===== src/rtl/link_anim_sequencer.sv =====
// link_anim_sequencer: per-frame player sprite pose/direction sequencer (walk cycle and 4-frame sword attack)
module link_anim_sequencer #(
  parameter int WALK_TICKS = 8,
  parameter int ATK_TICKS = 4,
  parameter int CNT_W = 6
) (
  input  logic       Clk,
  input  logic       Reset,
  input  logic       frame_tick,
  input  logic       move_valid,
  input  logic [1:0] move_dir,
  input  logic       attack_req,
  output logic [1:0] dir,
  output logic [2:0] pose,
  output logic       busy,
  output logic       attack_done
);
  typedef enum logic [1:0] {IDLE, WALK, ATTACK} state_t;
  localparam logic [CNT_W-1:0] WALK_LAST = CNT_W'(WALK_TICKS - 1);
  localparam logic [CNT_W-1:0] ATK_LAST = CNT_W'(ATK_TICKS - 1);
  state_t state, state_n;
  logic [1:0] dir_n;
  logic [2:0] pose_n;
  logic [CNT_W-1:0] cnt, cnt_n;
  logic atk_pending, pending_n, done_n, busy_n, atk_eff;
  assign atk_eff = atk_pending | attack_req;
  always_ff @(posedge Clk or posedge Reset)
    if (Reset) begin
      state <= IDLE;
      dir <= 2'd1;
      pose <= 3'd0;
      cnt <= '0;
      atk_pending <= 1'b0;
      busy <= 1'b0;
      attack_done <= 1'b0;
    end else begin
      state <= state_n;
      dir <= dir_n;
      pose <= pose_n;
      cnt <= cnt_n;
      atk_pending <= pending_n;
      busy <= busy_n;
      attack_done <= done_n;
    end
  always_comb begin
    state_n = state;
    dir_n = dir;
    pose_n = pose;
    cnt_n = cnt;
    done_n = 1'b0;
    if (frame_tick)
      case (state)
        IDLE: begin
          cnt_n = '0;
          pose_n = atk_eff ? 3'd2 : 3'd0;
          state_n = atk_eff ? ATTACK : move_valid ? WALK : IDLE;
          dir_n = (!atk_eff && move_valid) ? move_dir : dir;
        end
        WALK: begin
          if (atk_eff) begin
            state_n = ATTACK;
            pose_n = 3'd2;
            cnt_n = '0;
          end else if (!move_valid) begin
            state_n = IDLE;
            pose_n = 3'd0;
            cnt_n = '0;
          end else if (move_dir != dir) begin
            dir_n = move_dir;
            pose_n = 3'd0;
            cnt_n = '0;
          end else begin
            cnt_n = (cnt == WALK_LAST) ? '0 : cnt + 1'b1;
            pose_n = (cnt == WALK_LAST) ? {2'b00, ~pose[0]} : pose;
          end
        end
        default: begin
          if (cnt != ATK_LAST) cnt_n = cnt + 1'b1;
          else if (pose != 3'd5) begin
            cnt_n = '0;
            pose_n = pose + 3'd1;
          end else begin
            done_n = 1'b1;
            cnt_n = '0;
            pose_n = 3'd0;
            state_n = move_valid ? WALK : IDLE;
            dir_n = move_valid ? move_dir : dir;
          end
        end
      endcase
    // a request seen outside ATTACK waits for the next tick, which always consumes it
    pending_n = (state != ATTACK) && !frame_tick && atk_eff;
    // busy covers the done cycle so it drops only on the cycle after attack_done
    busy_n = (state_n == ATTACK) || done_n;
  end
endmodule

===== config.mk =====
export PLATFORM = sky130hd
export DESIGN_NAME = link_anim_sequencer
export DESIGN_NICKNAME = d
export VERILOG_FILES = /design/src/rtl/link_anim_sequencer.sv
export SDC_FILE = /design/constraint.sdc
export NUM_CORES = 1
export LEC_CHECK = 0
export CELL_PAD_IN_SITES_DETAIL_PLACEMENT = 2
export CELL_PAD_IN_SITES_GLOBAL_PLACEMENT = 2
export CORE_ASPECT_RATIO = 0.9
export CORE_MARGIN = 8
export CORE_UTILIZATION = 32
export DETAILED_ROUTE_END_ITERATION = 10
export PLACE_DENSITY_LB_ADDON = 0.1
export SYNTH_ARGS = -nofsm -noshare
export SYNTH_HDL_FRONTEND = slang
export SYNTH_SLANG_ARGS = --single-unit

===== constraint.sdc =====
create_clock -name Clk -period 2.6 [get_ports Clk]
set_clock_uncertainty 0.15 [all_clocks]
set_input_delay 0.26 -clock Clk [delete_from_list [all_inputs] [get_ports Clk]]
set_output_delay 0.26 -clock Clk [all_outputs]
set_load 0.02 [all_outputs]

==> results.sh <==
export IMPL_status="finished clean"
export IMPL_cts_setup_buffers=0
export IMPL_synth_sequential_area_ratio_pct=46.1
export IMPL_die_area_mm2=0.00465
export IMPL_timing_final_max_slew_violations=0
export IMPL_synth_edff_count=0
export IMPL_routedWlPerCell_um=17.6
export IMPL_cts_htree_levels=1
export IMPL_viasPerCell=5.56
export IMPL_worst_slew_pin_transition_ns=0.660
export IMPL_synthMostInstantiatedCell="sky130_fd_sc_hd__dfrtp_1"
export IMPL_row_count=18
export IMPL_clk_latency_ns=0.30
export IMPL_synth_top_family_by_area="simple AND/OR/NAND/NOR gates"
export IMPL_synth_compound_area_share_pct=17.0
export IMPL_netlist_cell_type_count=39
export IMPL_simple_gate_fraction_of_synth_area_pct=22.6
export IMPL_ctsHoldBuffers=0
export IMPL_initial_utilization_pct=32.8
export IMPL_groute_layer_met3_usage_pct=3.95
export IMPL_first_pass_iters=4
export IMPL_muxShareOfSynthArea_pct=3.74
export IMPL_slew_headroom_pct=56.0
export IMPL_placed_area_mm2=0.00103
export IMPL_cts_tree="built"
export IMPL_final_hold_violation_count=0
export IMPL_timing_critical_path_arrival_ns=2.07
export IMPL_groute_layer_met1_usage_pct=12.9
export IMPL_critical_path_slowest_cell="sky130_fd_sc_hd__dfrtp_1"
export IMPL_fin_crit_sh_pct=78.6
export IMPL_footprint_of_the_flip_flops_and_latches_um2=402
export IMPL_maximum_number_of_pins_on_one_net_before_global_route_repair=17
export IMPL_asyncSetResetFlopFracSynth_pct=100
export IMPL_synth_area_leaders="sky130_fd_sc_hd__dfrtp_1 (43%), sky130_fd_sc_hd__xor2_1 (4.0%), sky130_fd_sc_hd__a21oi_1 (3.4%)"
export IMPL_cap_viol_max_count=0
export IMPL_crit_path_max_cell_delay_ns=0.46
export IMPL_start_kind="register"
export IMPL_cts_root_to_sink_buffers=2
export IMPL_vias=740
export IMPL_synth_fa_ha_area_share_pct=1.44
export IMPL_hold_path_class="input pin to async pin"
export IMPL_power_static_leakage_nw=0.474
export IMPL_critPathCaptureType="register"
export IMPL_drc=0
export IMPL_rsz0062_at_grt="no"
export IMPL_synthesis_nets=96
export IMPL_drt_first_iter_violations=52
export IMPL_critical_path_s_top_delay_family="simple AND/OR/NAND/NOR gates"
export IMPL_ctsResizeCount=0
export IMPL_cp_required_ns=2.63
export IMPL_period_needed_ns=2.04
export IMPL_netlist_instances=88
export IMPL_clkSinkCount=16
export IMPL_yosysWarnings=0
export IMPL_synth_area_um2=871
export IMPL_synth_xor_area_share_pct=6.03
export IMPL_irDropWorstVdd_v=0.000265
export IMPL_syn_to_final_growth_pct=22.8
export IMPL_die_width_um=71.0
export IMPL_setup_worst_path_class="register to register"
export IMPL_grt_overflow_total=0
export IMPL_numCtsBuffers=3
export IMPL_power_density_cell_area_mw_per_mm2=938
export IMPL_first_global_vias=821
export IMPL_critical_path_max_fanout=5
export IMPL_antenna_found_initial=0
export IMPL_multiInputGateArea_um2=442
export IMPL_chipHeight_um=65.5
export IMPL_share_of_cells_above_drive_strength_1_pct=12.6
export IMPL_m2_gr_usage_pct=19.7
export IMPL_grt_first_pass_wirelength_um=4150
export IMPL_core_area_mm2=0.00266
export IMPL_final_setup_tns_ns=0
export IMPL_final_antenna_net_count=0
export IMPL_n_antenna_cell=0
export IMPL_synth_area_leader_cell="sky130_fd_sc_hd__dfrtp_1"
export IMPL_power_total_mw=1.00
export IMPL_ios=14
export IMPL_synth_avg_cell_area_um2=9.90
export IMPL_dp_hpwl_um=1740
export IMPL_timing_critical_path_cells="or3_4, nor4_2, o211a_1, mux2_1"
export IMPL_grt_util_all_layers_pct=11.6
export IMPL_finish_net_count=112
export IMPL_timing_fmax_mhz=490
export IMPL_fin_area_mm2=0.00107
export IMPL_place_port_buffers=13
export IMPL_globalRoute_busiestLayer="met2"
export IMPL_routabilityCongestion=0.715
export IMPL_synth_ff_latch_count=16
export IMPL_timing_critical_path_buf_inv=0
export IMPL_drt_total_wl_um=2340
export IMPL_post_synth_top_area_fraction_pct=43.1
export IMPL_n_fill_cell=309
export IMPL_yosys_most_used_dff="sky130_fd_sc_hd__dfrtp_1"
export IMPL_ys_top_cells_by_count="sky130_fd_sc_hd__dfrtp_1 (15), sky130_fd_sc_hd__nor2_1 (7), sky130_fd_sc_hd__a21oi_1 (6), sky130_fd_sc_hd__o21ai_0 (6)"
export IMPL_cts_root_buffer="sky130_fd_sc_hd__clkbuf_4"
export IMPL_cts_reportedPaths_clkPinSlew_ns=0.11
export IMPL_timing_final_setup_violations=0
[cells in the final DEF (no fill, tap or decap), drive strengths merged, types with 2 or more instances in the layout]
cell type | synthesis | layout
a21o | 2 | 2
or3 | 2 | 2
o22ai | 2 | 2
nand2 | 4 | 4
clkbuf | 2 | 4
mux2 | 2 | 2
dfrtp | 15 | 15
nor2 | 7 | 7
nor4 | 2 | 2
a21oi | 6 | 6
xor2 | 4 | 4
nand4 | 2 | 2
inv | 4 | 4
nor3 | 4 | 4
o21ai | 6 | 6
clkdlybuf4s50 | 0 | 13
xnor2 | 2 | 2
nand3b | 3 | 3
and3 | 3 | 3
[registers in the layout, summed over array words and instances, names as in the netlist]
name / cells
atk_pending: 1
attack_done: 1
busy: 1
cnt: 6
dir: 2
pose: 3
state: 2
[layout make-up]
| cell class | count | share of cell area, % |
|---|---|---|
| Clock buffer | 4 | 3.39 |
| Timing Repair Buffer | 14 | 12.9 |
| Multi-Input combinational cell | 65 | 41.3 |
| Inverter | 4 | 1.40 |
| Sequential cell | 16 | 37.5 |
| Tap cell | 30 | 3.51 |
[kinds of logic (layout without fill, tap and decap cells)]
group / Yosys count / count (layout)
AO/OA/AOI/OAI: 23 / 23
XOR/XNOR: 6 / 6
adder cells (fa/ha/maj): 1 / 1
buffers and inverters: 7 / 22
flip-flops: 16 / 16
multiplexers: 3 / 3
AND/OR/NAND/NOR: 32 / 32
[metrics by stage]
| step | hold slack (ns) | utilization (%) | setup slack, ns | instances |
|---|---|---|---|---|
| 6_report | 0.190 | 40.3 | 0.557 | 133 |
| 5_1_grt | 0.261 | 40.3 | 0.446 | 133 |
| 3_3_place_gp | 0.353 | 38.9 | 0.606 | 129 |
| 3_5_place_dp | 0.356 | 38.9 | 0.607 | 129 |
| 4_1_cts | 0.214 | 40.3 | 0.548 | 133 |
| 2_1_floorplan | 0.0230 | - | 0.766 | 88 |
[power by group]
group	switching, mW	internal (mW)	leakage [nW]	total (mW)
clock	0.0915	0.0853	0.0210	0.177
combinational	0.220	0.198	0.254	0.419
sequential	0.0825	0.326	0.199	0.408
[per-layer routing]
layer / share of wire (%) / routed length, um
met1: 44 / 1040
met2: 51 / 1190
met3: 3.8 / 89
met4: 0.64 / 15
met5: 0 / 0
[worst paths after layout]
path	to	from	cells after the start	slack (ns)
min	cnt[4]	Reset	2	0.19
max in group asynchronous	state[1]	Reset	2	1.68
max	dir[1]	cnt[3]	4	0.56
min in group Clk	cnt[0]	cnt[0]	1	0.37
min reg2reg	cnt[0]	cnt[0]	1	0.37
max reg2reg	dir[1]	cnt[3]	4	0.56
No activity file was read; power rests on OpenSTA's default activity.
==> RTL edit 1 (config.mk and constraints unchanged) <==
Encoding of `state_t`: now one-hot (3 bits for 3 states).
--- a/src/rtl/link_anim_sequencer.sv
+++ b/src/rtl/link_anim_sequencer.sv
@@ -17,3 +17,3 @@
 );
-  typedef enum logic [1:0] {IDLE, WALK, ATTACK} state_t;
+  typedef enum logic [2:0] {IDLE = 3'b001, WALK = 3'b010, ATTACK = 3'b100} state_t;
   localparam logic [CNT_W-1:0] WALK_LAST = CNT_W'(WALK_TICKS - 1);
Formal check against the unedited RTL: same outputs for any inputs over 10 cycles, from zero or initial values and one cycle with Reset high; not proved beyond that.
==> RTL edit 1 against the unedited design <==
  * Critical path depth rose by 1
  * Synthesized area is 6.9% higher
  * Critical endpoint unchanged
  * Non-clock buffer count did not move
  * Die area is 5.3% higher
  * Count of clock-buffer cells in the layout down 1
  * Clock power down 16%
  * Fmax is 8.6% lower
  * Setup slack lost 0.19 ns
  * Wire length rose by 7.8%
  * Critical path type unchanged
  * Sequential cell count up 1
  * Design area increased by 6.8%
  * Power shrank 1.0%
  * Largest cell class unchanged
  * First-iteration DRC count fell by 81%
  * Via count increased by 3.0%
==> RTL edit 1: results <==
{
  "wire_per_inst_um": 16.9,
  "yosys_warnings": 0,
  "synthMuxAreaShare_pct": 4.70,
  "worstMarginPinSlew_ns": 0.684,
  "yosysSeqAreaShare_pct": 46.0,
  "top_regs": "cnt: 6 flops, pose: 3 flops, state: 3 flops",
  "arrival_ns": 2.27,
  "dp_slack_ns": 0.269,
  "place_congestion": 0.758,
  "post_synth_num_cell_types": 40,
  "yosys.area_share.adder_pct": 1.34,
  "clk_pin_slew_ns": 0.11,
  "drive_gt1_share_pct": 16.5,
  "track_usage_pct": 11.4,
  "grt_pass1_wl_mm": 4.26,
  "place_hpwl_mm": 1.91,
  "fillers": 317,
  "cts_root_buf": "clkbuf_4",
  "synth_common_cells": "dfrtp_1, nand2_1, nor2_1",
  "placed_cells": 145,
  "peakVddDrop_mv": 0.359,
  "avgSynthCellArea_um2": 10.1,
  "cpMaxStageDelayCell": "nor4_4",
  "synth_compound_area_share_pct": 18.5,
  "wl_mm": 2.53,
  "status": "finished, final reports clean",
  "final_net_count": 118,
  "grt_max_degree": 18,
  "drt_iter0_markers": 10,
  "first_global_vias": 859,
  "leakagePower_nw": 0.440,
  "yosys.area_share.xor_xnor_pct": 4.70,
  "multi_input_area_um2": 477,
  "synthTopCellsByArea": "dfrtp_1, dfstp_2, xnor2_1, nand2_1, nor2_1",
  "syn-num-nets": 100
}
-- RTL edit 1: changes by cell type after synthesis, moves of 3 or more --
cell     unedited run  this run
a21oi_1             6         1
nand2_1             4         9
inv_1               3         6
nor3_1              4         1
xor2_1              4         1
-- RTL edit 1: worst paths after layout --
kind	start	end	slack (ns)	cells past startpoint
worst max-delay path	cnt[3]$_DFFE_PP0P_	dir[1]$_DFFE_PP0P_	0.36	5
worst min-delay path	Reset	atk_pending$_DFF_PP0_	0.20	2
worst max register to register	cnt[3]$_DFFE_PP0P_	dir[1]$_DFFE_PP0P_	0.36	5
worst min register to register	cnt[1]$_DFFE_PP0P_	cnt[1]$_DFFE_PP0P_	0.39	1
max in group asynchronous	Reset	cnt[3]$_DFFE_PP0P_	1.66	2
min in group Clk	cnt[1]$_DFFE_PP0P_	cnt[1]$_DFFE_PP0P_	0.39	1
-- RTL edit 1: routing by layer --
| metal | vias to the layer above | wire length, um | global-route usage (%) |
|---|---|---|---|
| li1 | 366 | - | - |
| met1 | 384 | 1170 | 13.4 |
| met2 | 10 | 1200 | 19.0 |
| met3 | 2 | 140 | 3.25 |
| met4 | 0 | 20 | 5.24 |
| met5 | - | 0 | 0 |
-- RTL edit 1: report_power, final --
part | switching (mW) | leakage (nW) | internal (mW)
clock | 0.0916 | 0.0177 | 0.0573
combinational | 0.206 | 0.214 | 0.188
sequential | 0.100 | 0.208 | 0.351
-- RTL edit 1: area by class of cell --
| type | count | share of cell area, % |
|---|---|---|
| Multi-Input combinational cell | 68 | 41.7 |
| Sequential cell | 17 | 37.5 |
| Timing Repair Buffer | 14 | 12.0 |
| Tap cell | 40 | 4.38 |
| Clock buffer | 3 | 1.97 |
| Inverter | 6 | 1.97 |
| Clock inverter | 1 | 0.438 |
==> RTL edit 2 (config.mk and constraints unchanged) <==
Without the edit above. Set the parameter `CNT_W` to 4 (it was 6).
--- a/src/rtl/link_anim_sequencer.sv
+++ b/src/rtl/link_anim_sequencer.sv
@@ -4,3 +4,3 @@
   parameter int ATK_TICKS = 4,
-  parameter int CNT_W = 6
+  parameter int CNT_W = 4
 ) (
Check against the original RTL: no difference found for any inputs over 10 cycles, from zero or initial values and one cycle with Reset high; that may be too few to reach the edited logic, so the function may still have changed.
==> RTL edit 2 against the unedited design <==
  * Setup slack lost 0.25 ns
  * Sequential cell count decreased by 2
  * Wire length is 23% lower
  * Design area decreased by 13%
  * Synthesized cell count shrank 16%
  * Critical path depth up 1
  * Via count decreased by 18%
  * Synthesized area is 14% lower
  * Global-route usage is 1.5 points lower
  * Power shrank 8.5%
  * Clock power decreased by 26%
  * Critical path type unchanged
  * Critical endpoint unchanged
==> RTL edit 2: results <==
{
  "dp_slack_ns": 0.309,
  "final_net_count": 97,
  "arrival_ns": 2.31,
  "post_synth_num_cell_types": 36,
  "place_congestion": 0.771,
  "drive_gt1_share_pct": 10.2,
  "track_usage_pct": 10.0,
  "first_global_vias": 639,
  "top_regs": "cnt: 4 flops, pose: 3 flops",
  "yosysSeqAreaShare_pct": 46.8,
  "placed_cells": 111,
  "fillers": 252,
  "vias": 607,
  "grt_pass1_wl_mm": 3.10,
  "clock_latency_ns": 0.28,
  "syn-num-nets": 82,
  "status": "finished, final reports clean",
  "leakagePower_nw": 0.385,
  "clk_pin_slew_ns": 0.09,
  "avgSynthCellArea_um2": 10.2,
  "synth_common_cells": "dfrtp_1, inv_1, nor2_1",
  "final_cells": 115,
  "synthTopCellsByArea": "dfrtp_1, dfstp_2, inv_1, xnor2_1, o21ai_0",
  "first_pass_iters": 2,
  "drt_iter0_markers": 22,
  "rr_worst_depth": 5,
  "place_hpwl_mm": 1.40
}
==> RTL edit 2: cell types whose count changed after synthesis, moves of 2 or more <==
cell	change
inv_1	+4
nand3b_1	-3
nor3_1	-3
xor2_1	-3
a21oi_1	-2
and3_1	-2
dfrtp_1	-2
==> RTL edit 2: logic make-up after synthesis <==
family                   count (synthesis)  synth area share [%]
adder cells (fa/ha/maj)                  1                  1.66
AND/OR/NAND/NOR                         19                  15.3
multiplexers                             2                  2.99
buffers and inverters                   11                  6.49
flip-flops                              14                  46.8
XOR/XNOR                                 4                  4.66
AO/OA/AOI/OAI                           23                  22.1
==> RTL edit 2: stage by stage <==
stage,util [%],cell area [um^2],power (mW)
after floorplan,-,752,0.660
after CTS,42.1,927,0.934
after global placement,40.9,901,0.792
after global routing,42.1,927,1.00
after detailed placement,40.9,901,0.802
final,42.1,927,0.919
==> RTL edit 2: worst max-delay path: stages (launching register included) <==
cell	delay (ns)
dfrtp_1	0.41
ha_1	0.25
or3b_1	0.49
nor4_4	0.29
o221a_2	0.28
mux2_1	0.31
==> RTL edit 2: worst max path at each step <==
stage	startpoint	to	slack [ns]
after CTS	cnt[0]$_DFFE_PP0P_	dir[1]$_DFFE_PP0P_	0.29
after floorplan	cnt[0]$_DFFE_PP0P_	dir[1]$_DFFE_PP0P_	0.47
after global routing	cnt[0]$_DFFE_PP0P_	dir[1]$_DFFE_PP0P_	0.21
after detailed placement	cnt[0]$_DFFE_PP0P_	dir[1]$_DFFE_PP0P_	0.31
final	cnt[0]$_DFFE_PP0P_	dir[1]$_DFFE_PP0P_	0.31
after global placement	cnt[0]$_DFFE_PP0P_	dir[1]$_DFFE_PP0P_	0.36
==> RTL edit 2: final cells by class <==
type | instances | area [um^2] | share of cell area (%)
Sequential cell | 14 | 352 | 37.9
Multi-Input combinational cell | 49 | 352 | 37.9
Timing Repair Buffer | 14 | 138 | 14.8
Tap cell | 27 | 33.8 | 3.64
Clock buffer | 4 | 26.3 | 2.83
Inverter | 7 | 26.3 | 2.83
==> RTL edit 2: metal layers <==
metal  GRT usage [%]  vias up  share of wire [%]
li1                -      296                  -
met1            12.3      299                 49
met2            16.1       10                 45
met3            4.48        2                5.6
met4            1.79        0               0.67
met5               0        -                  0
==> RTL edit 2: power by group through the flow <==
stage	logic [mW]	registers [mW]	clock network (mW)
2_1_floorplan	0.233	0.427	0
3_3_place_gp	0.397	0.395	0
3_5_place_dp	0.403	0.399	0
4_1_cts	0.403	0.395	0.136
5_1_grt	0.443	0.407	0.151
6_report	0.395	0.393	0.131
